**src/rtl/ad7864_conv_sequencer.sv**
```systemverilog
`timescale 1ns/1ps
`default_nettype none
// ============================================================================
// Module   : ad7864_conv_sequencer
// Purpose  : Paces AD7864 conversions (CONVST/BUSY handshake), then fires the
//            downstream serializer enable. Optional macro: OVERRUN_COUNT_EN.
// Revision : 1.0 - initial release
// ============================================================================
module ad7864_conv_sequencer #(
    parameter int SAMPLE_DIV   = 1500,
    parameter int CONVST_LOW   = 3,
    parameter int BUSY_TIMEOUT = 255,
    parameter int ENABLE_W     = 2,
    parameter int XFER_CYCLES  = 200
) (
    input  logic        clkin,
    input  logic        rst_bar,
    input  logic        run,
    input  logic        busy,
    output logic        convst_bar,
    output logic        enable,
    output logic [15:0] frame_cnt,
    output logic        overrun,
    output logic        timeout_err,
    output logic [7:0]  overrun_cnt
);

    localparam int c_div_w   = (SAMPLE_DIV > 1) ? $clog2(SAMPLE_DIV) : 1;
    localparam int c_max_a   = (CONVST_LOW > BUSY_TIMEOUT) ? CONVST_LOW : BUSY_TIMEOUT;
    localparam int c_max_b   = (ENABLE_W > XFER_CYCLES) ? ENABLE_W : XFER_CYCLES;
    localparam int c_tmr_max = (c_max_a > c_max_b) ? c_max_a : c_max_b;
    localparam int c_tmr_w   = $clog2(c_tmr_max + 1);

    localparam logic [c_div_w-1:0] c_div_last  = c_div_w'(SAMPLE_DIV - 1);
    localparam logic [c_tmr_w-1:0] c_conv_load = c_tmr_w'(CONVST_LOW - 1);
    localparam logic [c_tmr_w-1:0] c_busy_load = c_tmr_w'(BUSY_TIMEOUT - 1);
    localparam logic [c_tmr_w-1:0] c_en_load   = c_tmr_w'(ENABLE_W - 1);
    localparam logic [c_tmr_w-1:0] c_xfer_load = c_tmr_w'(XFER_CYCLES - 1);

    typedef enum logic [2:0] {
        S_IDLE      = 3'd0,
        S_CONV      = 3'd1,
        S_WAIT_RISE = 3'd2,
        S_WAIT_FALL = 3'd3,
        S_EN        = 3'd4,
        S_XFER      = 3'd5
    } state_t;

    state_t               r_state;
    logic [c_tmr_w-1:0]   r_timer;
    logic [c_div_w-1:0]   r_div;
    logic [2:0]           r_busy_sync;
    logic                 w_tick;
    logic                 w_drop;
    logic                 w_busy_rise;
    logic                 w_busy_fall;

    // [0],[1] form the synchronizer; [2] is the previous synchronized value.
    always_ff @(posedge clkin or negedge rst_bar) begin
        if (!rst_bar) begin
            r_busy_sync <= 3'b000;
        end else begin
            r_busy_sync <= {r_busy_sync[1:0], busy};
        end
    end

    assign w_busy_rise = r_busy_sync[1] & ~r_busy_sync[2];
    assign w_busy_fall = ~r_busy_sync[1] & r_busy_sync[2];

    always_ff @(posedge clkin or negedge rst_bar) begin
        if (!rst_bar) begin
            r_div <= '0;
        end else if (!run || (r_div == c_div_last)) begin
            r_div <= '0;
        end else begin
            r_div <= r_div + 1'b1;
        end
    end

    assign w_tick = run && (r_div == c_div_last);
    assign w_drop = w_tick && (r_state != S_IDLE);

    always_ff @(posedge clkin or negedge rst_bar) begin
        if (!rst_bar) begin
            r_state     <= S_IDLE;
            r_timer     <= '0;
            convst_bar  <= 1'b1;
            enable      <= 1'b0;
            frame_cnt   <= 16'h0000;
            timeout_err <= 1'b0;
        end else begin
            case (r_state)
                S_IDLE: begin
                    if (w_tick) begin
                        r_state    <= S_CONV;
                        convst_bar <= 1'b0;
                        r_timer    <= c_conv_load;
                    end
                end
                S_CONV: begin
                    if (r_timer == '0) begin
                        r_state    <= S_WAIT_RISE;
                        convst_bar <= 1'b1;
                        r_timer    <= c_busy_load;
                    end else begin
                        r_timer <= r_timer - 1'b1;
                    end
                end
                S_WAIT_RISE: begin
                    if (w_busy_rise) begin
                        r_state <= S_WAIT_FALL;
                        r_timer <= c_busy_load;
                    end else if (r_timer == '0) begin
                        r_state     <= S_IDLE;
                        timeout_err <= 1'b1;
                    end else begin
                        r_timer <= r_timer - 1'b1;
                    end
                end
                S_WAIT_FALL: begin
                    if (w_busy_fall) begin
                        r_state <= S_EN;
                        enable  <= 1'b1;
                        r_timer <= c_en_load;
                    end else if (r_timer == '0) begin
                        r_state     <= S_IDLE;
                        timeout_err <= 1'b1;
                    end else begin
                        r_timer <= r_timer - 1'b1;
                    end
                end
                S_EN: begin
                    if (r_timer == '0) begin
                        r_state <= S_XFER;
                        enable  <= 1'b0;
                        r_timer <= c_xfer_load;
                    end else begin
                        r_timer <= r_timer - 1'b1;
                    end
                end
                S_XFER: begin
                    if (r_timer == '0) begin
                        r_state   <= S_IDLE;
                        frame_cnt <= frame_cnt + 16'd1;
                    end else begin
                        r_timer <= r_timer - 1'b1;
                    end
                end
                default: begin
                    r_state    <= S_IDLE;
                    convst_bar <= 1'b1;
                    enable     <= 1'b0;
                end
            endcase
        end
    end

    // A tick while busy with a frame is dropped, never queued.
    always_ff @(posedge clkin or negedge rst_bar) begin
        if (!rst_bar) begin
            overrun <= 1'b0;
        end else if (w_drop) begin
            overrun <= 1'b1;
        end
    end

`ifdef OVERRUN_COUNT_EN
    logic [7:0] r_ovr_cnt;

    always_ff @(posedge clkin or negedge rst_bar) begin
        if (!rst_bar) begin
            r_ovr_cnt <= 8'h00;
        end else if (w_drop && (r_ovr_cnt != 8'hFF)) begin
            r_ovr_cnt <= r_ovr_cnt + 8'd1;
        end
    end

    assign overrun_cnt = r_ovr_cnt;
`else
    assign overrun_cnt = 8'h00;
`endif

endmodule
`default_nettype wire

```
**config.mk**
```make
export PLATFORM = sky130hd
export DESIGN_NAME = ad7864_conv_sequencer
export DESIGN_NICKNAME = d
export VERILOG_FILES = /design/src/rtl/ad7864_conv_sequencer.sv
export SDC_FILE = /design/constraint.sdc
export NUM_CORES = 1
export LEC_CHECK = 0
export CORE_MARGIN = 2
export CORE_UTILIZATION = 55
export CTS_CLUSTER_SIZE = 14
export DETAILED_ROUTE_END_ITERATION = 16
export HOLD_SLACK_MARGIN = 0.05
export MAX_ROUTING_LAYER = met4
export PLACE_DENSITY_LB_ADDON = 0.05
export SYNTH_ARGS = -nofsm -noshare
export SYNTH_HDL_FRONTEND = slang
export SYNTH_SLANG_ARGS = --single-unit
```
**constraint.sdc**
```tcl
create_clock -name clkin -period 3.2 [get_ports clkin]
set_clock_uncertainty 0.05 [all_clocks]
set_input_delay 0.8 -clock clkin [delete_from_list [all_inputs] [get_ports clkin]]
set_output_delay 0.8 -clock clkin [all_outputs]
set_load 0.02 [all_outputs]
```
==> metrics.yaml <==
outcome:
  status: "completed"
hold_path:
  whs_path_depth: 0
  holdPathEnd: "r_busy_sync[1]$_DFF_PN0_"
  worstHoldStart: "r_busy_sync[0]$_DFF_PN0_"
  hp-class: "reg -> reg"
detailed_routing:
  routed_wirelength_mm: 4.59
  drc: 0
  dr.pass1.iters: 4
  ant_nets: 0
  routedWlPerCell_um: 14.2
  routed_via_density: 5.77
  num_vias: 1858
  drtIter0Drc: 182
flow_run:
  maxCapViolCount: 0
clock_network:
  cts_tree: "done"
  insertion_delay_ps: 290
  path_clk_slew_ps: 80
  cts_buffers: 5
  cts_sinks: 45
  cts.hold.buffers_added: 0
  cts-root-buf: "clkbuf_8"
  ctsHtreeMaxLevel: 2
  cts_resized: 0
  post_cts_buffers: 0
  cts_buffer_depth: 2
timing:
  min_period_ps: 2590
  fin_crit_sh_pct: 80.8
  slew_viol_final: 0
  worst_hold_slack_ps: 308
  tns_ps: 0
  slew_headroom_pct: 36.1
  setup_viol_count_final: 0
  worst_slew_pin_slew_ps: 958
  fmax_mhz: 387
  rsz0062_at_grt: "no"
  final-hold-violation-count: 0
global_routing:
  grt_pass1_wl_mm: 8.15
  globalRouteTotalUtil_pct: 21.3
  grt_max_degree: 46
  antenna_found_initial: 0
  grt.overflow.total: 0
  grt_pass1_vias: 1761
final_layout:
  seqCellArea_mm2: 0.00113
  nets: 280
  syn_to_final_growth_pct: 13.3
  num-fill-cells: 383
  multiInputGateArea_mm2: 0.00119
  n_antenna_cell: 0
  drive_above_1_share_pct: 6.67
floorplan:
  fp.dieArea_mm2: 0.00493
  die_h_um: 70.2
  coreArea_mm2: 0.00429
  initial_core_util_pct: 56.2
  die_w_um: 70.2
  io_pins: 32
  rows: 24
yosys:
  synthArstFlopShare_pct: 100
  yosys_warnings: 0
  ys_seq_area_share_pct: 46.7
  synthesis.area_mm2: 0.00241
  synth.distinct_cells: 53
  synth-edff-count: 0
  synthCells: 248
  syn_avg_cell_area_um2: 9.73
  synth-main-ff-cell: "dfrtp_1"
  ys_ff_latch: 45
pwr:
  p_leak_nw: 1.20
  pwr-share-clk_pct: 36.1
  power_uw: 961
  seq_power_share_pct: 60.1
  p_int_uw: 753
  comb_power_share_pct: 3.8
  p_sw_uw: 208
  switching_share_pct: 21.6
  p_per_area_mw_per_mm2: 351
  vdd_ir_drop_max_mv: 0.291
worst_setup_path:
  cp-startpoint: "r_timer[0]$_DFFE_PN0P_"
  critPathLaunchType: "flop"
  slowest_stage: "or4b_4"
  cpPeakStageDelay_ps: 510
  required_ps: 3300
  r2r_cells: 9
  r2r_start: "r_timer[0]$_DFFE_PN0P_"
  path_class: "reg -> reg"
  crit_top_cell: "ha_1"
  critPathMaxFanout: 6
  cp-end-kind: "flop"
  r2r_end: "r_timer[0]$_DFFE_PN0P_"
  crit_chain: "inv_1 -> ha_1 -> or4b_4 -> nor2_1 -> inv_2 -> ha_1 -> o21ai_0 -> a21oi_1 -> o221ai_1"
  cp_data_arrival_time_ps: 2690
  regToRegSetupSlack_ps: 610
place:
  portBuffers: 23
  place_congestion: 0.799
  hpwl_mm: 3.25
[Yosys cell counts, types with 3 or more instances]
cell / count / area [um2]
o211ai_1: 3 / 22.5
o22ai_1: 6 / 37.5
and3_1: 5 / 31.3
a21oi_1: 10 / 50.1
dfrtp_1: 44 / 1100
a31oi_1: 4 / 25.0
ha_1: 6 / 75.1
nand2_1: 22 / 82.6
o21ai_0: 7 / 35.0
buf_4: 8 / 60.1
o31ai_1: 4 / 30.0
nand3_1: 12 / 60.1
xor2_1: 7 / 61.3
clkbuf_1: 7 / 26.3
inv_1: 7 / 26.3
nand4_1: 4 / 25.0
nor2_1: 26 / 97.6
or3_1: 4 / 25.0
xnor2_1: 17 / 149
nor3_1: 6 / 30.0
[layout make-up]
cell class                 count  share of cell area (%)
multi-input combinational    186                    43.6
sequential                    45                    41.2
timing repair buffer          24                    8.51
clock buffer                   7                    3.16
tap                           52                    2.38
inverter                       8                    1.10
[power groups by stage]
stage	Sequential, mW	Clock, mW	Combinational, mW
finish	0.577	0.347	0.0364
global route	0.578	0.383	0.0423
CTS	0.577	0.362	0.0379
detailed placement	0.589	0	0.0378
global placement	0.588	0	0.0378
floorplan	0.588	0	0.0279
[placed cells by master (no fill, tap or decap), drive strengths merged, types with 2 or more instances in the layout]
master,instances
xor2,7
nand3,12
and3,5
xnor2,17
or3,4
a31oi,4
clkdlybuf4s50,22
nand2,22
conb,8
o21ai,8
dfrtp,44
o211ai,3
o22ai,6
clkbuf,7
ha,6
nor4,2
nor3,8
nor4b,3
inv,8
a22o,2
nand2b,2
o31ai,4
a21oi,10
buf,2
and2,2
nor2b,2
nor2,26
nand4,4
[worst max path at each step]
stage | endpoint | slack (ps) | cells after the start
after floorplan | r_timer[0]$_DFFE_PN0P_ | 910 | 9
after global placement | r_timer[0]$_DFFE_PN0P_ | 760 | 9
after detailed placement | r_timer[0]$_DFFE_PN0P_ | 650 | 9
after CTS | r_timer[0]$_DFFE_PN0P_ | 640 | 9
after global routing | r_timer[0]$_DFFE_PN0P_ | 420 | 9
final | r_timer[0]$_DFFE_PN0P_ | 610 | 9
[state kept, by name (all words and copies together), names as in the netlist]
name,flops
frame_cnt,16
r_div,11
r_timer,8
r_busy_sync,3
r_state,3
convst_bar,1
enable,1
overrun,1
timeout_err,1
[cell families after synthesis]
logic type	Yosys count	synth area share, %
adder cells (fa/ha/maj)	6	3.11
multiplexers	1	0.467
AO/OA/AOI/OAI	49	14.1
other	1	0.155
AND/OR/NAND/NOR	98	21.8
flip-flops	45	46.7
XOR/XNOR	24	8.71
buffers and inverters	24	4.98
[layer usage]
metal / share of wire, % / track usage [%] / vias up
li1: - / - / 916
met1: 48 / 29.1 / 885
met2: 45 / 30.8 / 48
met3: 5.6 / 4.04 / 9
met4: 1.9 / 9.83 / 0
met5: 0 / - / -
[critical path, delay by kind of cell (launching register included)]
kind / cells / cell delay, ps
flip-flops: 1 / 440
buffers and inverters: 2 / 270
AO/OA/AOI/OAI: 3 / 370
AND/OR/NAND/NOR: 2 / 790
adder cells (fa/ha/maj): 2 / 520
[per-stage QoR]
step,cell area (um2),std cells,setup WS [ps],util [%]
finish,2730,322,613,63.7
detailed placement,2650,315,653,61.7
CTS,2730,322,640,63.7
global placement,2650,315,764,61.7
global route,2730,322,422,63.7
floorplan,2440,255,907,-
Power figures use the tool's default switching activity.
